<file path="src/rtl/aes_round_ctrl.sv">
// aes_round_ctrl: sequencer for an iterative AES-128 round datapath and key expansion; `AES_ROUND_ABORT_EN adds an abort input
module aes_round_ctrl #(
    parameter int NUM_ROUNDS = 10,
    parameter int DP_LATENCY = 1
) (
    input  logic       clk,
    input  logic       reset,
    input  logic       in_valid,
    output logic       in_ready,
    output logic       out_valid,
    input  logic       out_ready,
`ifdef AES_ROUND_ABORT_EN
    input  logic       abort,
`endif
    output logic       busy,
    output logic       dp_load,
    output logic       dp_round_en,
    output logic       dp_last,
    output logic       key_load,
    output logic       key_step,
    output logic [3:0] round_idx,
    output logic [7:0] rcon
);
    typedef enum logic [2:0] {IDLE, INIT, ROUND, FINAL, DONE} state_t;
    localparam logic [3:0] LAST_CNT = 4'(DP_LATENCY - 1);
    localparam logic [3:0] LAST_RND = 4'(NUM_ROUNDS - 1);
    state_t     state, state_n;
    logic [3:0] cnt, cnt_n, idx_n;
    logic [7:0] rcon_n;
    logic       kill;
    function automatic logic [7:0] xtime(input logic [7:0] b);
        return {b[6:0], 1'b0} ^ (b[7] ? 8'h1b : 8'h00);
    endfunction
`ifdef AES_ROUND_ABORT_EN
    assign kill = abort && (state != IDLE);
`else
    assign kill = 1'b0;
`endif
    assign in_ready = ((state == IDLE) || (state == DONE && out_ready)) && !kill;
    // next state, wait counter, round index and round constant
    always_comb begin
        state_n = state;
        cnt_n   = cnt;
        idx_n   = round_idx;
        rcon_n  = rcon;
        case (state)
            IDLE: if (in_valid) begin
                state_n = INIT;
                cnt_n   = 4'd0;
                idx_n   = 4'd0;
                rcon_n  = 8'h00;
            end
            INIT: begin
                state_n = (NUM_ROUNDS > 1) ? ROUND : FINAL;
                cnt_n   = 4'd0;
                idx_n   = 4'd1;
                rcon_n  = 8'h01;
            end
            ROUND, FINAL: if (cnt == LAST_CNT) begin
                cnt_n = 4'd0;
                if (state == FINAL) begin
                    state_n = DONE;
                    idx_n   = 4'd0;
                    rcon_n  = 8'h00;
                end else begin
                    state_n = (round_idx == LAST_RND) ? FINAL : ROUND;
                    idx_n   = round_idx + 4'd1;
                    rcon_n  = xtime(rcon);
                end
            end else begin
                cnt_n = cnt + 4'd1;
            end
            DONE: if (out_ready) begin
                state_n = in_valid ? INIT : IDLE;
                cnt_n   = 4'd0;
                idx_n   = 4'd0;
                rcon_n  = 8'h00;
            end
            default: state_n = IDLE;
        endcase
        if (kill) begin
            state_n = IDLE;
            cnt_n   = 4'd0;
            idx_n   = 4'd0;
            rcon_n  = 8'h00;
        end
    end
    // state register; control outputs are registered decodes of the next state
    always_ff @(posedge clk or posedge reset) begin
        if (reset) begin
            state       <= IDLE;
            cnt         <= 4'd0;
            round_idx   <= 4'd0;
            rcon        <= 8'h00;
            busy        <= 1'b0;
            out_valid   <= 1'b0;
            dp_load     <= 1'b0;
            key_load    <= 1'b0;
            dp_round_en <= 1'b0;
            key_step    <= 1'b0;
            dp_last     <= 1'b0;
        end else begin
            state       <= state_n;
            cnt         <= cnt_n;
            round_idx   <= idx_n;
            rcon        <= rcon_n;
            busy        <= state_n inside {INIT, ROUND, FINAL};
            out_valid   <= state_n == DONE;
            dp_load     <= state_n == INIT;
            key_load    <= state_n == INIT;
            dp_round_en <= (state_n == ROUND || state_n == FINAL) && cnt_n == 4'd0;
            key_step    <= (state_n == ROUND || state_n == FINAL) && cnt_n == 4'd0;
            dp_last     <= state_n == FINAL;
        end
    end
endmodule

</file>
<file path="config.mk">
export PLATFORM = sky130hd
export DESIGN_NAME = aes_round_ctrl
export DESIGN_NICKNAME = d
export VERILOG_FILES = /design/src/rtl/aes_round_ctrl.sv
export SDC_FILE = /design/constraint.sdc
export NUM_CORES = 1
export LEC_CHECK = 0
export BUFFER_PORTS_ARGS = -buffer_cell sky130_fd_sc_hd__buf_2
export CAP_MARGIN = 20
export CORE_MARGIN = 3
export CORE_UTILIZATION = 54
export DETAILED_ROUTE_END_ITERATION = 8
export PLACE_DENSITY = 0.89
export SYNTH_ARGS = -nofsm -noshare
export SYNTH_HDL_FRONTEND = slang
export SYNTH_SLANG_ARGS = --single-unit
</file>
<file path="constraint.sdc">
create_clock -name clk -period 2.22 [get_ports clk]
set_input_delay 0.444 -clock clk [delete_from_list [all_inputs] [get_ports clk]]
set_output_delay 0.444 -clock clk [all_outputs]
set_load 0.02 [all_outputs]
</file>
# [Word level (Yosys, flattened, before mapping)]
# Index checks and enable logic that the tools add are counted.
[word_totals] reg_bits=24 latchBits=0 ram_bits=0 rom_bits=0 inputBits=4 out_inout_bits=20 n_memories=0
[op_classes] addsub=2 mul=0 n_div=0 n_lt_le_gt_ge=0 n_eq_ne=12 shifts=0 muxes=22 n_bitwise=1 n_reduce_logical=11
[ops] operator="2-to-1 mux 8 bit" count=4
[ops] operator="case mux 4 bit (4 select lines)" count=2
[ops] operator="case mux 8 bit (4 select lines)" count=1
[ops] operator="2-to-1 mux 4 bit" count=7
[ops] operator="== test 3 x 2 -> 1 bit (second input constant)" count=4
[ops] operator="2-to-1 mux 3 bit" count=4
[ops] operator="case mux 3 bit (4 select lines)" count=1
[ops] operator="adder 4 x 1 -> 4 bit (second input constant)" count=2
[ops] operator="zero test 4 bit" count=2
[ops] operator="bitwise XOR 8 x 5 -> 8 bit" count=1
[ops] operator="== test 3 x 1 -> 1 bit (second input constant)" count=2
[ops] operator="== test 3 bit (second input constant)" count=2
[ops] operator="!= test 2 bit (second input constant)" count=3
[ops] operator="2-to-1 mux 5 bit" count=1
[ops] operator="== test 4 bit (second input constant)" count=1
[ops] operator="AND reduction 4 bit" count=1
[ops] operator="nonzero test 4 bit" count=1
[ops] operator="zero test 3 bit" count=1
[ops] operator="nonzero test 3 bit" count=1
[ops] operator="logical AND 1 bit" count=2
[ops] operator="logical OR 1 bit" count=2
[ops] operator="2-to-1 mux 1 bit" count=2
[ops] operator="OR reduction 2 bit" count=1

# [Logic depth before layout (Yosys ltp)]
# Gate-level depths: netlist (run 1).
[depth] depth_word=8 depth_mapped=7 ltp_nobuf=6

# [Worst setup path before layout (run 1)]
# OpenSTA, ideal clock, no wires.
[synth_timing] kind="reg2reg" start="register cnt[1]" end="register rcon[1]" setup_ps=92 arrival_ps=1492 t_required_ps=2128 slack_ps=637 stages_incl_launch_ff=7 path_cell_list="dfrtp_1 -> inv_1 -> ha_1 -> nor3b_4 -> o221ai_4 -> buf_6 -> o31ai_2"
[synth_between] elab_chain_len=3
[synth_rtl] element="start, declared" line="28" source="logic [3:0] cnt, cnt_n, idx_n;"
[synth_rtl] element="start signal, assigned" line="104" source="cnt <= cnt_n;"
[synth_rtl] element="zero test 4 bit" line="59" source="ROUND, FINAL: if (cnt == LAST_CNT) begin"
[synth_rtl] element="!= test 2 bit (no line)"
[synth_rtl] element="AND reduction 4 bit (no line)"
[synth_rtl] element="end signal, assigned" line="106" source="rcon <= rcon_n;"
[synth_rtl] element="end, declared" line="22" source="output logic [7:0] rcon"
# Every way passes these cells.
# A chain may end at the register's enable or synchronous reset.

# [Final worst setup path (run 1)]
[layout_timing] start="register cnt[1]" end="register round_idx[3]"
[layout_between] elab_chain_len=3
[layout_rtl] element="zero test 4 bit" line="59"
[layout_rtl] element="!= test 2 bit (no line)"
[layout_rtl] element="AND reduction 4 bit (no line)"
[layout_rtl] element="end signal, assigned" line="105" source="round_idx <= idx_n;"
[layout_rtl] element="end, declared" line="21" source="output logic [3:0] round_idx,"
# Every way passes these cells.

==> flow_metrics.py, run 1 <==
metrics = {
    "synth": {
        "yosys.area.top_type": "dfrtp_1",
        "netlist.area_leader.share": 0.466,
        "seq_area_frac_synth": 0.466,
        "netlist_area_um2": 1290,
        "synth.area.top_cells": "dfrtp_1 47%, nand2_1 4.4%, o21ai_1 4.3%, ha_1 3.9%, nor3b_4 2.9%",
        "yosysUniqueCellTypes": 42,
        "yosysMostFrequentCell": "dfrtp_1",
        "syn_nets": 130,
        "syn_area_per_cell_um2": 10.6,
        "synthCells": 122,
        "synth_common_cells": "24 x dfrtp_1, 15 x nand2_1, 11 x o21ai_1",
        "yosys_warnings": 0,
        "ys.flop_type": "dfrtp_1",
        "async_flop_share": 1.00,
        "ys_ff_latch": 24,
        "synth_edf_count": 0,
    },
    "timing": {
        "whs_ns": 0.161,
        "tightest_slew_ns": 0.644,
        "timing.fmax_ghz": 0.508,
        "relSlewSlack": 0.570,
        "min_period_over_period": 0.887,
        "min_period_ns": 1.97,
        "rsz0062_at_grt": "false",
        "hold_viol": 0,
        "clock_skew_ns": 0.00934,
        "finalSetupViolations": 0,
        "finalSetupTns_ns": 0,
        "final_max_slew_viol_count": 0,
    },
    "clock_tree": {
        "post_cts_resized": 0,
        "ctsRootBufferMaster": "clkbuf_4",
        "clkLatencyLatePin_ns": 0.30,
        "cts_tree": "yes",
        "hold_buffers": 0,
        "cts_setup_buffers": 0,
        "cts_buffers": 3,
        "clock_path_buffers": 2,
        "path_clk_slew_ns": 0.12,
        "cts_htree_levels": 1,
        "cts.sinks": 24,
    },
    "worst_setup_path": {
        "r2r_end": "round_idx[3]$_DFFE_PP0P_",
        "cp.arrival_ns": 2.17,
        "crit_path_end_kind": "register",
        "critPathLaunchType": "register",
        "crit_required_ns": 2.42,
        "r2r_start": "cnt[1]$_DFF_PP0_",
        "cp_max_fo": 24,
        "reg2reg_depth": 5,
        "startpoint": "cnt[1]$_DFF_PP0_",
        "crit_type": "reg2reg",
        "reg2reg_slack_ns": 0.25,
        "setup.worst_path.end": "round_idx[3]$_DFFE_PP0P_",
    },
    "floorplan": {
        "initial_core_util": 0.578,
        "die_y_um": 54.9,
        "die_x_um": 54.9,
        "coreArea_um2": 2230,
        "rows": 17,
        "die_area_um2": 3010,
        "ios": 24,
    },
    "final_layout": {
        "seqCellArea_um2": 601,
        "finish.utilization": 0.633,
        "num-nets-final": 151,
        "multi_input_area_um2": 607,
        "diodes": 0,
        "fillers": 170,
        "design_area_um2": 1410,
        "syn_to_final_growth_pct": 9.60,
        "drive_gt1_frac": 0.255,
    },
    "grt": {
        "grt_util_all_layers": 0.172,
        "grt_max_degree": 25,
        "grt_pass1_vias": 862,
        "grt_first_pass_wirelength_um": 3730,
        "antenna_found_initial": 0,
        "grt-ovfl-total": 0,
    },
    "power": {
        "powerDensity_nw_per_um2": 1300,
        "ir_worst_vdd_mv": 0.677,
        "leakagePower_nw": 0.676,
        "fin_total_pwr_mw": 1.83,
    },
    "drt": {
        "routedWlPerCell_um": 13.7,
        "drc": 0,
        "detail-route-antenna-nets": 0,
        "routed_wirelength_um": 2320,
        "avgViaCountPerCell": 5.59,
        "vias": 945,
        "drt_iter0_drc": 16,
        "dr.pass1.iters": 5,
    },
    "placed_design": {
        "dp_hpwl_um": 1770,
        "gp_congestion": 0.837,
        "placed_cell_area_um2": 1390,
        "io_buffers": 23,
    },
    "worst_hold_path": {
        "hp-class": "in2async",
    },
    "outcome": {
        "status": "finished, final reports clean",
    },
    "job": {
        "max_cap_viol_count": 0,
    },
}
## final cells by class
| class | instances | area share |
|---|---|---|
| timing repair buffer | 24 | 0.0867 |
| tap | 28 | 0.0248 |
| clock buffer | 3 | 0.0159 |
| sequential | 24 | 0.425 |
| multi-input combinational | 83 | 0.429 |
| inverter | 7 | 0.0186 |
## report_power, final
part / total (mW) / switching [mW] / internal, mW
combinational: 0.955 / 0.603 / 0.351
clock: 0.178 / 0.115 / 0.0631
sequential: 0.700 / 0.150 / 0.549
## metrics by stage
stage	instances	setup WS [ns]
2_1_floorplan	122	0.637
3_3_place_gp	166	0.430
6_report	169	0.252
4_1_cts	169	0.236
5_1_grt	169	0.110
3_5_place_dp	166	0.272
## cell usage in the layout (no fill, tap or decap), types with 2 or more instances in the layout
cell type,count
nor3b_4,2
mux2i_1,3
nor3b_1,2
nand2_1,15
ha_1,4
o31ai_2,3
o21ai_0,2
dfrtp_1,24
nor3_1,2
clkbuf_4,3
buf_2,23
o21ai_1,11
inv_1,7
nor2b_1,2
nand2b_1,3
and2_1,2
nand3_1,2
xnor2_1,3
o32ai_1,2
nor2_1,5
## routing by layer
metal / track usage / wire length, µm
met5: 0 / 0
met4: 0.0622 / 34
met3: 0.0245 / 125
met2: 0.303 / 1150
met1: 0.209 / 1020
## worst min-delay path by stage
stage | startpoint | to | cells after the start
detailed placement | round_idx[3]$_DFFE_PP0P_ | round_idx[3]$_DFFE_PP0P_ | 1
CTS | reset | rcon[7]$_DFFE_PP0P_ | 3
global placement | round_idx[3]$_DFFE_PP0P_ | round_idx[3]$_DFFE_PP0P_ | 1
floorplan | reset | busy$_DFF_PP0_ | 1
global route | reset | rcon[7]$_DFFE_PP0P_ | 3
finish | reset | round_idx[0]$_DFFE_PP0P_ | 3
## logic make-up after synthesis
| kind of cell | Yosys count | share of synthesized area |
|---|---|---|
| adder cells (fa/ha/maj) | 4 | 0.0388 |
| multiplexers | 3 | 0.0233 |
| AND/OR/NAND/NOR | 44 | 0.206 |
| AO/OA/AOI/OAI | 29 | 0.182 |
| buffers and inverters | 15 | 0.0640 |
| flip-flops | 24 | 0.466 |
| XOR/XNOR | 3 | 0.0204 |
## flip-flops by register name, summed over array words and instances (netlist names)
register,flops
busy,1
state,3
key_load,1
rcon,8
dp_last,1
key_step,1
round_idx,4
cnt,4
out_valid,1
## critical path, cell delays in order (launching register included)
cell and delay, ns:
dfrtp_1 0.43, inv_1 0.10, ha_1 0.17, nor3b_4 0.38, o221ai_4 0.36, o41ai_1 0.43
Power figures use the tool's default switching activity.
==> run 2, diff against run 1 <==
--- a/config.mk
+++ b/config.mk
@@ -11,6 +11,7 @@
 export CORE_UTILIZATION = 54
 export DETAILED_ROUTE_END_ITERATION = 8
 export PLACE_DENSITY = 0.89
+export RECOVER_POWER = 100
 export SYNTH_ARGS = -nofsm -noshare
 export SYNTH_HDL_FRONTEND = slang
 export SYNTH_SLANG_ARGS = --single-unit
==> flow_metrics.py, run 2 (synthesis results as in run 1) <==
metrics = {
    "worst_setup_path": {
        "crit_path_end_kind": "register",
        "crit_cells": 5,
        "cp_max_fo": 24,
        "crit_required_ns": 2.42,
        "r2r_start": "cnt[1]$_DFF_PP0_",
        "reg2reg_slack_ns": 0.28,
        "critPathLaunchType": "register",
        "critPathTopFamily": "compound AO/OA/AOI/OAI gates",
        "setup.worst_path.end": "round_idx[3]$_DFFE_PP0P_",
        "worstPathCellList": "inv_1 > ha_1 > nor3b_4 > o221ai_4 > o41ai_1",
        "crit_type": "reg2reg",
        "reg2reg_depth": 5,
        "cp_slowest_stage_delay_ns": 0.43,
        "r2r_end": "round_idx[3]$_DFFE_PP0P_",
        "slowest_stage": "dfrtp_1",
        "cp.arrival_ns": 2.13,
        "critical_path_buf_inv_count": 1,
        "startpoint": "cnt[1]$_DFF_PP0_",
    },
    "timing": {
        "min_period_over_period": 0.872,
        "finalSetupViolations": 0,
        "timing.fmax_ghz": 0.517,
        "clock_skew_ns": 0.00395,
        "whs_ns": 0.408,
        "tightest_slew_ns": 1.25,
        "hold_viol": 0,
        "relSlewSlack": 0.168,
        "min_period_ns": 1.94,
        "final_max_slew_viol_count": 0,
        "rsz0062_at_grt": "false",
        "finalSetupTns_ns": 0,
    },
    "drt": {
        "dr.pass1.iters": 4,
        "avgViaCountPerCell": 5.56,
        "drc": 0,
        "routedWlPerCell_um": 13.7,
        "vias": 940,
        "detail-route-antenna-nets": 0,
        "drt_iter0_drc": 12,
        "routed_wirelength_um": 2320,
    },
    "power": {
        "clock_power_share": 0.101,
        "powerDensity_nw_per_um2": 1290,
        "combPwrFrac": 0.504,
        "p_int_uw": 923,
        "ir_worst_vdd_mv": 0.651,
        "switching_share": 0.478,
        "netSwitchingPower_uw": 845,
        "seqPwrFrac": 0.395,
        "leakagePower_nw": 0.587,
    },
    "final_layout": {
        "fillers": 191,
        "num-nets-final": 151,
        "final_common_cell": "dfrtp_1",
        "layout_common_cells": "24 x dfrtp_1, 21 x clkbuf_1, 15 x nand2_1, 11 x o21ai_0, 7 x inv_1",
        "diodes": 0,
        "drive_gt1_frac": 0.0851,
        "syn_to_final_growth_pct": 6.30,
        "largest_reg_flops": 8,
        "finish.utilization": 0.614,
        "regMostFlops": "rcon",
        "reg.largest.list": "rcon x8, cnt x4, round_idx x4",
        "layoutNonFillerInstCount": 169,
    },
    "worst_hold_path": {
        "hp-class": "in2reg",
    },
    "floorplan": {
        "ios": 24,
        "initial_core_util": 0.578,
        "rows": 17,
        "die_area_um2": 3010,
        "die_x_um": 54.9,
        "coreArea_um2": 2230,
        "die_y_um": 54.9,
    },
    "clock_tree": {
        "ctsRootBufferMaster": "clkbuf_4",
        "path_clk_slew_ns": 0.12,
        "cts_buffers": 3,
        "cts_tree": "yes",
        "clock_path_buffers": 2,
        "cts.sinks": 24,
        "cts_htree_levels": 1,
        "hold_buffers": 0,
        "cts_setup_buffers": 0,
        "post_cts_resized": 0,
        "clkLatencyLatePin_ns": 0.30,
    },
    "placed_design": {
        "io_buffers": 23,
        "dpl.cell_count": 166,
        "dp_hpwl_um": 1770,
        "gp_congestion": 0.837,
    },
    "job": {
        "max_cap_viol_count": 0,
    },
    "grt": {
        "grt_max_degree": 25,
        "antenna_found_initial": 0,
        "grt_first_pass_wirelength_um": 3730,
        "grt_util_all_layers": 0.172,
        "grt_pass1_vias": 862,
        "grt-ovfl-total": 0,
    },
    "outcome": {
        "status": "finished, final reports clean",
    },
}
-- run 2: changes by cell type in the layout (fill, tap and decap cells not counted) --
cell | before | now
clkbuf_1 | 0 | 21
o21ai_0 | 2 | 11
a21boi_1 | 1 | 0
or4_4 | 1 | 0
o31ai_2 | 3 | 1
o21ai_1 | 11 | 2
o31ai_1 | 1 | 3
a21boi_0 | 0 | 1
buf_4 | 1 | 0
buf_2 | 23 | 3
or4_1 | 0 | 1
-- run 2: layout make-up --
type | count | area (µm²) | area share
timing repair buffer | 24 | 93.8 | 0.0684
sequential | 24 | 601 | 0.438
multi-input combinational | 83 | 593 | 0.432
tap | 28 | 35.0 | 0.0255
inverter | 7 | 26.3 | 0.0192
clock buffer | 3 | 22.5 | 0.0164
-- run 2: power by group through the flow --
stage | logic [mW] | registers (mW) | clock network [mW]
floorplan | 0.798 | 0.728 | 0
global placement | 0.926 | 0.699 | 0
detailed placement | 0.962 | 0.707 | 0
CTS | 0.963 | 0.698 | 0.183
global route | 0.994 | 0.724 | 0.202
finish | 0.891 | 0.698 | 0.179
-- run 2: worst min-delay path by stage --
stage	from	end	slack, ns	cells after the start
CTS	reset	rcon[7]$_DFFE_PP0P_	0.17	3
global placement	round_idx[3]$_DFFE_PP0P_	round_idx[3]$_DFFE_PP0P_	0.48	1
finish	in_valid	key_load$_DFF_PP0_	0.41	2
global route	in_valid	key_load$_DFF_PP0_	0.42	2
detailed placement	round_idx[3]$_DFFE_PP0P_	round_idx[3]$_DFFE_PP0P_	0.49	1
floorplan	reset	busy$_DFF_PP0_	0.46	1
-- run 2: metal layers --
layer / GRT usage / wire length, µm / share of wire
met2: 0.303 / 1160 / 0.50
met3: 0.0245 / 119 / 0.051
met1: 0.209 / 1010 / 0.43
met5: 0 / 0 / 0
met4: 0.0622 / 34 / 0.015
-- run 2: stage by stage --
stage / worst slack [ns] / cell area [µm²] / total power [mW]
floorplan: 0.637 / 1290 / 1.53
global placement: 0.430 / 1390 / 1.63
detailed placement: 0.272 / 1390 / 1.67
CTS: 0.236 / 1410 / 1.84
global route: 0.142 / 1370 / 1.92
finish: 0.285 / 1370 / 1.77
